$ cat src/rtl/muldiv_unit.sv
// Iterative MIPS multiply/divide unit with architectural HI/LO registers.
// MUL: radix-2 shift-add, DIV: restoring shift-subtract, one bit per cycle.
//
// state | meaning
// IDLE  | waiting for start; MTHI/MTLO writes accepted here
// MUL   | shift-add iterations on magnitudes
// DIV   | shift-subtract iterations on magnitudes
// FIX   | apply result signs, write HI/LO, pulse done
module muldiv_unit #(
    parameter int WIDTH = 32
) (
    input  logic             clk,
    input  logic             rst,
    input  logic             start,
    input  logic [1:0]       op,
    input  logic [WIDTH-1:0] op_a,
    input  logic [WIDTH-1:0] op_b,
    input  logic             flush,
    input  logic             hi_we,
    input  logic             lo_we,
    input  logic [WIDTH-1:0] wr_data,
    output logic [WIDTH-1:0] hi,
    output logic [WIDTH-1:0] lo,
    output logic             busy,
    output logic             done,
    output logic             div_by_zero
);

    localparam int CNT_W = (WIDTH > 1) ? $clog2(WIDTH) : 1;

    typedef enum logic [1:0] {
        IDLE = 2'd0,
        MUL  = 2'd1,
        DIV  = 2'd2,
        FIX  = 2'd3
    } state_t;

    state_t state, state_nxt;

    logic [CNT_W-1:0] cnt;
    logic [WIDTH:0]   acc_hi;
    logic [WIDTH-1:0] acc_lo;
    logic [WIDTH-1:0] opnd;
    logic             is_div;
    logic             neg_q;
    logic             neg_r;
    logic             dbz_flag;

    logic             signed_op;
    logic [WIDTH-1:0] a_abs;
    logic [WIDTH-1:0] b_abs;
    logic [WIDTH:0]   mul_sum;
    logic [WIDTH:0]   div_shift;
    logic [WIDTH:0]   div_diff;
    logic [2*WIDTH-1:0] prod;

    // Operand magnitudes and the per-iteration add / subtract terms.
    always_comb begin
        signed_op = op[0];
        a_abs     = (signed_op && op_a[WIDTH-1]) ? (~op_a + 1'b1) : op_a;
        b_abs     = (signed_op && op_b[WIDTH-1]) ? (~op_b + 1'b1) : op_b;
        mul_sum   = {1'b0, acc_hi[WIDTH-1:0]} + (acc_lo[0] ? {1'b0, opnd} : '0);
        div_shift = {acc_hi[WIDTH-1:0], acc_lo[WIDTH-1]};
        div_diff  = div_shift - {1'b0, opnd};
        prod      = {acc_hi[WIDTH-1:0], acc_lo};
    end

    // State register.
    always_ff @(posedge clk) begin
        if (rst) state <= IDLE;
        else     state <= state_nxt;
    end

    // Next-state logic; flush aborts any non-idle state.
    always_comb begin
        state_nxt = state;
        case (state)
            IDLE: begin
                if (start && !flush) begin
                    if (op[1] && (op_b == '0)) state_nxt = FIX;
                    else if (op[1])            state_nxt = DIV;
                    else                       state_nxt = MUL;
                end
            end
            MUL, DIV: begin
                if (flush)          state_nxt = IDLE;
                else if (cnt == '0) state_nxt = FIX;
            end
            FIX:     state_nxt = IDLE;
            default: state_nxt = IDLE;
        endcase
    end

    assign busy = (state != IDLE);

    // Datapath: operand latch, iterations, result fix-up and MTHI/MTLO.
    always_ff @(posedge clk) begin
        if (rst) begin
            hi          <= '0;
            lo          <= '0;
            done        <= 1'b0;
            div_by_zero <= 1'b0;
            cnt         <= '0;
            acc_hi      <= '0;
            acc_lo      <= '0;
            opnd        <= '0;
            is_div      <= 1'b0;
            neg_q       <= 1'b0;
            neg_r       <= 1'b0;
            dbz_flag    <= 1'b0;
        end else begin
            done        <= 1'b0;
            div_by_zero <= 1'b0;
            case (state)
                IDLE: begin
                    if (start) begin
                        if (!flush) begin
                            is_div   <= op[1];
                            neg_q    <= signed_op & (op_a[WIDTH-1] ^ op_b[WIDTH-1]);
                            neg_r    <= signed_op & op_a[WIDTH-1];
                            dbz_flag <= op[1] && (op_b == '0);
                            cnt      <= CNT_W'(WIDTH - 1);
                            acc_hi   <= '0;
                            if (op[1]) begin
                                acc_lo <= a_abs;
                                opnd   <= b_abs;
                            end else begin
                                acc_lo <= b_abs;
                                opnd   <= a_abs;
                            end
                        end
                    end else begin
                        if (hi_we) hi <= wr_data;
                        if (lo_we) lo <= wr_data;
                    end
                end
                MUL: begin
                    acc_hi <= {1'b0, mul_sum[WIDTH:1]};
                    acc_lo <= {mul_sum[0], acc_lo[WIDTH-1:1]};
                    cnt    <= cnt - 1'b1;
                end
                DIV: begin
                    if (!div_diff[WIDTH]) begin
                        acc_hi <= div_diff;
                        acc_lo <= {acc_lo[WIDTH-2:0], 1'b1};
                    end else begin
                        acc_hi <= div_shift;
                        acc_lo <= {acc_lo[WIDTH-2:0], 1'b0};
                    end
                    cnt <= cnt - 1'b1;
                end
                FIX: begin
                    if (!flush) begin
                        done        <= 1'b1;
                        div_by_zero <= dbz_flag;
                        if (!dbz_flag) begin
                            if (is_div) begin
                                lo <= neg_q ? (~acc_lo + 1'b1) : acc_lo;
                                hi <= neg_r ? (~acc_hi[WIDTH-1:0] + 1'b1) : acc_hi[WIDTH-1:0];
                            end else begin
                                {hi, lo} <= neg_q ? (~prod + 1'b1) : prod;
                            end
                        end
                    end
                end
                default: ;
            endcase
        end
    end

endmodule

$ cat config.mk
export PLATFORM = sky130hd
export DESIGN_NAME = muldiv_unit
export DESIGN_NICKNAME = d
export VERILOG_FILES = /design/src/rtl/muldiv_unit.sv
export SDC_FILE = /design/constraint.sdc
export NUM_CORES = 1
export LEC_CHECK = 0
export ABC_AREA = 0
export ABC_CLOCK_PERIOD_IN_PS = 7080
export BUFFER_PORTS_ARGS = -buffer_cell sky130_fd_sc_hd__buf_4
export CAP_MARGIN = 5
export CORE_MARGIN = 8
export CORE_UTILIZATION = 61
export CTS_CLUSTER_DIAMETER = 50
export DETAILED_ROUTE_END_ITERATION = 8
export PLACE_DENSITY_LB_ADDON = 0.08
export SYNTH_ARGS = -nofsm -noshare
export SYNTH_HDL_FRONTEND = slang
export SYNTH_SLANG_ARGS = --single-unit
$ cat constraint.sdc
create_clock -name clk -period 7.08 [get_ports clk]
set_input_delay 0.354 -clock clk [delete_from_list [all_inputs] [get_ports clk]]
set_output_delay 0.354 -clock clk [all_outputs]
set_load 0.01 [all_outputs]
Word-level counts from Yosys, hierarchy flattened:

Index checks and enable logic that the tools add are counted.

* register bits: 173
* latch bits: 0
* RAM bits: 0
* memory bits (read-only): 0
* input port bits: 104
* output and inout bits: 67
* logic and storage cells: 102
* memories kept: 0

* add/subtract/negate cells: 8
* multipliers: 0
* divide/modulo/power cells: 0
* magnitude comparators: 0
* equality and inequality tests: 12
* shift operators: 0
* muxes and demuxes: 38
* bitwise operators: 10
* reduce and logical (&&, ||, !) cells: 21

Operators with widths (number)
* $mux W32: 22
* $pmux W32 S3: 2
* $add A32 B1 Y32 const B: 4
* $not A32 Y32: 4
* $pmux W32 S2: 2
* $add A64 B1 Y64 const B: 1
* $mux W64: 1
* $not A64 Y64: 1
* $add A32 B32 Y33: 1
* $sub A33 B32 Y33: 1
* $logic_not A32 Y1: 1
* $ne A2 B2 Y1 const B: 8
* $mux W2: 5
* $mux W5: 2
* $pmux W5 S2: 1
* $reduce_and A5 Y1: 2
* $reduce_and A3 Y1: 3
* $pmux W2 S3: 1
* $reduce_bool A2 Y1: 3
* $logic_not A5 Y1: 1
* $sub A5 B1 Y5 const B: 1
* $eq A2 B2 Y1 const B: 2
* $logic_and A1 B1 Y1: 4
* $reduce_or A2 Y1: 2
* other kinds (11): 14

Depth between registers and ports, before layout:

Gate-level depths: netlist (run 1).

* word-level depth: 7
* mapped depth: 14
* depth with buffers taken out: 12

Least setup slack after synthesis (run 1):

Ideal clock, no wire load.

* path kind: reg2reg
* start point: register acc_lo[0]
* end point: register acc_hi[19]
* setup time: 0.122 ns
* arrival time: 3.072 ns
* data required time: 6.958 ns
* setup slack: 3.886 ns
* stages on the path, launching flop included: 14
* buffers on the path: 1
* clock period less this slack: 3.194 ns
* cell sequence: dfxtp_1 inv_1 clkbuf_1 nor2_1 ha_1 a21o_1 a22o_1 o32a_1 a41o_1 a31o_2 a21oi_1 o21bai_1 xor2_1 a221o_1

* word-level cells in the longest chain between the ends: 3

Ends and longest elaborated chain
* from (decl): line 42 `logic [WIDTH-1:0] acc_lo;`
* from (signal assigned): line 125 `acc_lo <= a_abs;`
* from (signal assigned): line 128 `acc_lo <= b_abs;`
* from (signal assigned): line 139 `acc_lo <= {mul_sum[0], acc_lo[WIDTH-1:1]};`
* $mux W32: line 62 `mul_sum = {1'b0, acc_hi[WIDTH-1:0]} + (acc_lo[0] ? {1'b0, opnd} : '0);`
* $add A32 B32 Y33: line 62
* $pmux W32 S3: line 114 `case (state)`
* to (signal assigned): line 138 `acc_hi <= {1'b0, mul_sum[WIDTH:1]};`
* to (signal assigned): line 144 `acc_hi <= div_diff;`
* to (signal assigned): line 147 `acc_hi <= div_shift;`
* to (decl): line 41 `logic [WIDTH:0] acc_hi;`

No other way between the ends.
A chain may end at the register's enable or synchronous reset.

Worst setup path in the final report (run 1):

* start point: register acc_lo[31]
* end point: register acc_hi[9]

* word-level cells in the longest chain between the ends: 3

Ends and longest elaborated chain
* $sub A33 B32 Y33: line 64 `div_diff = div_shift - {1'b0, opnd};`
* $mux W32: line 143 `if (!div_diff[WIDTH]) begin`
* $pmux W32 S3: line 114

No other way between the ends.

==> results of run 1 <==
layer usage:
layer  routed length (µm)  share of wire  GRT usage
met1                22500           0.43      0.482
met2                22300           0.42      0.525
met3                 5890           0.11     0.0604
met4                 2140          0.041      0.144
met5                    0              0          0
state kept, by name, summed over array words and instances (netlist names), 2 cells and up:
register and cells:
acc_hi 32, opnd 32, lo 32, hi 32, acc_lo 32, cnt 5, state 2
cell usage in the layout, fill, tap and decap left out, types with 7 or more instances in the layout:
master | netlist | final
nor3_1 | 40 | 40
buf_4 | 0 | 188
xnor2_1 | 85 | 85
o21ai_0 | 128 | 128
o211ai_1 | 45 | 45
xor2_1 | 92 | 92
a21oi_1 | 243 | 241
nand2_1 | 156 | 156
nor2_1 | 261 | 259
or4_1 | 8 | 8
inv_1 | 76 | 76
a21o_1 | 34 | 34
a311oi_1 | 11 | 11
and2_1 | 10 | 10
a41oi_1 | 8 | 8
nand4_1 | 12 | 12
dfxtp_1 | 173 | 173
a22oi_1 | 29 | 29
o41ai_1 | 9 | 9
clkinv_8 | 0 | 7
a221o_1 | 12 | 12
a211oi_1 | 76 | 76
clkbuf_16 | 0 | 17
nand3_1 | 40 | 40
nor4_1 | 15 | 15
nor2b_1 | 8 | 8
or2_2 | 15 | 15
o21bai_1 | 11 | 11
and3_1 | 11 | 11
mux2i_1 | 34 | 34
a22o_1 | 12 | 12
or3_1 | 15 | 15
nand2b_1 | 21 | 21
a31oi_1 | 24 | 24
o31ai_1 | 24 | 24
ha_1 | 74 | 73
o21a_1 | 7 | 7
layout make-up:
class	instances	area share
Inverter	77	0.0174
Timing Repair Buffer	188	0.0848
Multi-Input combinational cell	1644	0.628
Sequential cell	173	0.208
Tap cell	324	0.0243
Clock buffer	17	0.0256
Clock inverter	15	0.0122
worst max-delay path by stage:
stage                               to  slack (ns)  cells after the start
6_report        acc_hi[9]$_SDFFE_PP0P_        2.78                     13
3_3_place_gp    acc_hi[3]$_SDFFE_PP0P_        3.01                     13
2_1_floorplan  acc_hi[19]$_SDFFE_PP0P_        3.89                     13
4_1_cts         acc_hi[3]$_SDFFE_PP0P_        2.89                     13
3_5_place_dp    acc_hi[3]$_SDFFE_PP0P_        2.89                     13
5_1_grt        acc_hi[30]$_SDFFE_PP0P_        2.51                     13
power breakdown:
part / internal (mW) / leakage, nW / switching, mW / total, mW
clock: 0.489 / 0.303 / 0.516 / 1.01
sequential: 1.16 / 1.42 / 0.200 / 1.36
combinational: 0.708 / 5.08 / 1.21 / 1.91
total: 2.35 / 6.80 / 1.92 / 4.28
worst max-delay path, stage by stage, from the launching register on:
cell and delay [ns]:
dfxtp_1 0.43, inv_1 0.11, ha_1 0.23, fa_1 0.40, nand2b_1 0.19, a21oi_1 0.38
o211ai_1 0.23, nand4_1 0.22, nand2_1 0.14, o211ai_1 0.67, buf_4 0.41, mux2_2 0.37
a222oi_1 0.29, nor3_1 0.08
stage by stage:
stage               area, µm²  power, mW
floorplan               14700       2.59
global placement        16000       3.19
detailed placement      16000       3.23
CTS                     16600       4.22
global route            16600       4.48
finish                  16600       4.28
kinds of logic after synthesis:
logic type	count (synthesis)	share of synthesized area
xor+xnor	177	0.105
mux	37	0.0254
simple gates	629	0.196
buf+inv	215	0.0557
compound gates	725	0.316
fa+ha+maj	76	0.0657
flops	173	0.236
==> metrics.md, run 1 <==
| Metric | Value |
|---|---|
| Placed insts | between 2000 and 2500 |
| Mapped Cells | 2032 |
| First-pass DRT Iterations | 6 |
| Core area | ~0.024 mm² |
| Share of cells above drive strength 1 | 0.123 |
| Worst r2r path cells | 13 |
| ANT nets after route | 0 |
| Worst-skew pair later-pin latency | approximately 0.45 ns |
| Area leader, netlist | dfxtp_1 |
| Synthesized area | 0.0147 mm² |
| Cts hold-fix bufs | 0 |
| Critical path type | reg -> reg |
| Worst setup SP type | flip-flop |
| Post-synthesis sequential area ratio | 0.236 |
| Synth Net Count | 2212 |
| H-tree level count | 4 |
| Fin cells | approximately 2400 |
| Leakage | approximately 7 nW |
| Fmax | 0.233 GHz |
| Hold depth | 2 |
| Count leader, synth | nor2_1 |
| Top cells by area, synth | dfxtp_1 (24%), a21oi_1 (8.3%), nor2_1 (6.7%) |
| Slew Limit Fails | 0 |
| Unrepaired setup endpoints after global routing | no |
| Number of global-route vias before repair | 14400 |
| Top cell type's share of synthesized area | 0.236 |
| Final setup TNS | 0 ns |
| Multi-input gate area | roughly 0.010 mm² |
| Total CTS buffers | 17 |
| Width of the die | ~170 µm |
| Port Buffers | 170 |
| R2r endpoint | acc_hi[9]$_SDFFE_PP0P_ |
| # IOs | approximately 170 |
| Crit path DAT | 4.60 ns |
| Clk buf depth | 2 |
| EDFF count, synth | 0 |
| Main synth FF type | dfxtp_1 |
| Sequential cell area | roughly 0.0035 mm² |
| Post-synth top cells | nor2_1 (261), a21oi_1 (243), dfxtp_1 (173) |
| Min Hold Slack | ~0.15 ns |
| Full die area | just under 0.03 mm² |
| Slew margin rel. | 0.187 |
| Via-to-Cell Ratio | 6.55 |
| Tmin final | 4.30 ns |
| Reg clk slew, reported paths | ~0.08 ns |
| Worst hold path endpoint | done$_SDFF_PP0_ |
| Max rail drop VDD | 175 µV |
| Final Skew | approximately 0.017 ns |
| Crit path from | acc_lo[31]$_SDFFE_PP0P_ |
| Area grow syn2layout | 13.3% |
| Yosys Warn Count | 0 |
| Initial core utilization | 0.614 |
| Unique cell type count in the Yosys netlist | 74 |
| Hpwl dp | between 40 and 50 mm |
| Final setup vio count | 0 |
| Avg Cell Area, Syn | 7.24 µm² |
| GRT Util Overall | 0.347 |
| Post CTS Setup Buffer Count | 0 |
| Drt total wl | 52.8 mm |
| Outcome | complete, no violations |
| Share of synthesized registers carrying an async set or reset | 0 |
| Fillers | around 2100 |
| Pre-CTS WS | ~2.9 ns |
| CTS Sinks | 173 |
| Final period util | 0.607 |
| Resized cells post-CTS | 0 |
| Initial DRC Count | about 2400 |
| Row cnt | 57 |
| Die H | around 170 µm |
| Clock root buffer | clkbuf_16 |
| R2R Path Start | acc_lo[31]$_SDFFE_PP0P_ |
| Reg2Reg Setup Slack | between 2 and 3 ns |
| Hold crit path type | in -> reg |
| Seq cells post-synth | 173 |
| Largest net degree at the start of global routing | 96 |
| Inserted Diodes | 0 |
| Initial antenna violation count | 0 |
| Via count | between 15000 and 20000 |
| Final core occ | 0.695 |
| Final hold vios | 0 |
| CP Max Fanout | 23 |
| WP data required | 7.38 ns |
| DR WL/cell | 21.7 µm |
| Critical Path Sink Type | flip-flop |
| CTS tree | built |
| Global-route wire length before repair | roughly 80 mm |
| Final Net Count | approximately 2300 |
| GRT overflow | 0 |
| Gpl congestion | 0.976 |
| Setup WS post-layout | around 2.8 ns |
| PD cells | roughly 260 mW/mm² |
| Hold Startpoint | flush |
| Drt drc | 0 |
| Max cap viols | 0 |
| Worst Max-Slew Pin Slew | between 1 and 1.5 ns |
Power figures use the tool's default switching activity.
==> inputs of run 2 (changes only) <==
Settings changed: ABC_CLOCK_PERIOD_IN_PS 7080 to 4300, CORE_UTILIZATION 61 to 60.
Clock period 7.08 ns to 4.3 ns, I/O delays scaled along.
==> metrics.md, run 2 (synthesis gave the netlist of run 1 again) <==
| Metric | Value |
|---|---|
| Most frequent cells in the layout | nor2_1 (260), a21oi_1 (241), buf_4 (208) |
| Fillers | 2083 (-1.6%) |
| Drt drc | 0 (unchanged) |
| Slew Limit Fails | 0 (unchanged) |
| First-pass DRT Iterations | 7 (+1) |
| Largest net degree at the start of global routing | 86 (-10%) |
| Via-to-Cell Ratio | 6.60 (+0.80%) |
| Initial core utilization | 0.608 (-0.00543) |
| Min Hold Slack | 0.0623 ns (-0.0866 ns) |
| Critical Path Sink Type | flip-flop |
| Critical Path Max Stage Delay | 0.41 ns (-0.26 ns) |
| Final Skew | 0.0205 ns (+0.00385 ns) |
| Width of the die | 173 µm (+0.75%) |
| Clk buf depth | 2 (unchanged) |
| Hold Startpoint | flush |
| Row cnt | 57 (unchanged) |
| Hpwl dp | 41.4 mm (+1.2%) |
| # IOs | 171 (unchanged) |
| CTS tree | built |
| Core area | 0.0242 mm² (+0.89%) |
| Post-route cell area | 0.0168 mm² (+0.93%) |
| Total CTS buffers | 17 (unchanged) |
| GRT overflow | 0 (unchanged) |
| Share of cells above drive strength 1 | 0.131 (+0.00775) |
| Fmax | 0.268 GHz (+15%) |
| CTS Sinks | 173 (unchanged) |
| Multi-input gate area | 0.0104 mm² (about the same) |
| Area grow syn2layout | 14.3% |
| Final Power | 7.08 mW (+66%) |
| Gpl congestion | 0.980 (+0.47%) |
| Worst setup SP type | flip-flop |
| DR WL/cell | 21.8 µm (+0.53%) |
| Reg clk slew, reported paths | 0.08 ns (about the same) |
| Slew margin rel. | 0.233 (+0.0457) |
| Sequential cell area | 0.00346 mm² (unchanged) |
| Worst path most repeated cell | o211ai_1 |
| Post CTS Setup Buffer Count | 0 (unchanged) |
| Global-route wire length before repair | 83.5 mm (+4.0%) |
| Crit-path cells | inv_1 -> ha_1 -> fa_1 -> nand2b_1 -> a21oi_1 -> o211ai_1 -> nand4_1 -> nand2_1 -> o211ai_1 -> buf_4 -> mux2_2 -> a222oi_1 -> nor3_1 |
| Worst-skew pair later-pin latency | 0.46 ns (about the same) |
| Die H | 173 µm (+0.75%) |
| Final core occ | 0.695 (about the same) |
| Cts hold-fix bufs | 0 (unchanged) |
| Crit path DAT | 4.03 ns (-0.57 ns) |
| Final setup TNS | 0 ns (unchanged) |
| Initial DRC Count | 2423 (+1.4%) |
| Final hold vios | 0 (unchanged) |
| R2R Path Start | acc_lo[31]$_SDFFE_PP0P_ |
| CP max stage cell | dfxtp_1 |
| Final Net Count | 2301 (+0.88%) |
| Worst Max-Slew Pin Slew | 1.15 ns (-0.0628 ns) |
| H-tree level count | 4 (unchanged) |
| Crit path from | acc_lo[31]$_SDFFE_PP0P_ |
| Number of global-route vias before repair | 15000 (+4.5%) |
| Resized cells post-CTS | 0 (unchanged) |
| Leakage | 6.91 nW (+1.5%) |
| CP Max Fanout | 26 (+13%) |
| PD cells | 422 mW/mm² (+64%) |
| Final period util | 0.866 (+0.259) |
| Critical path type | reg -> reg |
| Clock root buffer | clkbuf_16 |
| Port Buffers | 170 (unchanged) |
| Post-Place Cell Area | 0.0162 mm² (+0.92%) |
| Via count | 16200 (+1.6%) |
| Inserted Diodes | 0 (unchanged) |
| GRT Util Overall | 0.343 (-0.00468) |
| Full die area | 0.0298 mm² (+1.5%) |
| WP data required | 4.61 ns (-2.77 ns) |
| Drt total wl | 53.6 mm (+1.4%) |
| ANT nets after route | 0 (unchanged) |
| Commonest non-fill, non-tap cell in the layout | nor2_1 |
| Max cap viols | 0 (unchanged) |
| Hold crit path type | in -> reg |
| Unrepaired setup endpoints after global routing | no |
| Final setup vio count | 0 (unchanged) |
| Max rail drop VDD | 280 µV (+60%) |
| Initial antenna violation count | 0 (unchanged) |
| Outcome | complete, no violations |
| Tmin final | 3.72 ns (-0.575 ns) |
-- run 2: metal layers --
metal,GRT usage,vias up,part of all wire
met4,0.166,0,0.046
met1,0.459,7545,0.42
met2,0.517,998,0.43
met3,0.0695,118,0.11
li1,-,7556,-
met5,0,-,0
-- run 2: final cells by class --
cell class                      count  share of cell area
Timing Repair Buffer              208              0.0929
Clock buffer                       17              0.0253
Multi-Input combinational cell   1644               0.622
Clock inverter                     15              0.0126
Sequential cell                   173               0.206
Inverter                           77              0.0172
Tap cell                          324              0.0241
-- run 2: metrics by stage --
step                setup WS, ns  cells
global route               0.312   2458
global placement           0.792   2426
detailed placement         0.649   2426
finish                     0.575   2458
CTS                        0.633   2458
floorplan                   1.11   2032
-- run 2: final timing paths --
check                           endpoint  slack [ns]  cells after the start
setup / recovery  acc_hi[9]$_SDFFE_PP0P_        0.58                     13
hold / removal           done$_SDFF_PP0_        0.06                      2
setup reg to reg  acc_hi[9]$_SDFFE_PP0P_        0.58                     13
hold reg to reg    opnd[11]$_SDFFE_PP0P_        0.45                      2
-- run 2: power breakdown --
part           switching, mW  internal (mW)
sequential             0.335           1.91
clock                  0.862          0.806
combinational           1.99           1.19
total                   3.18           3.90
-- run 2: worst max-delay path, delay by kind of cell, from the launching register on --
kind	cells	cell delay, ns
flops	1	0.41
mux	1	0.38
fa+ha+maj	2	0.65
buf+inv	2	0.44
compound gates	4	1.11
simple gates	4	0.61
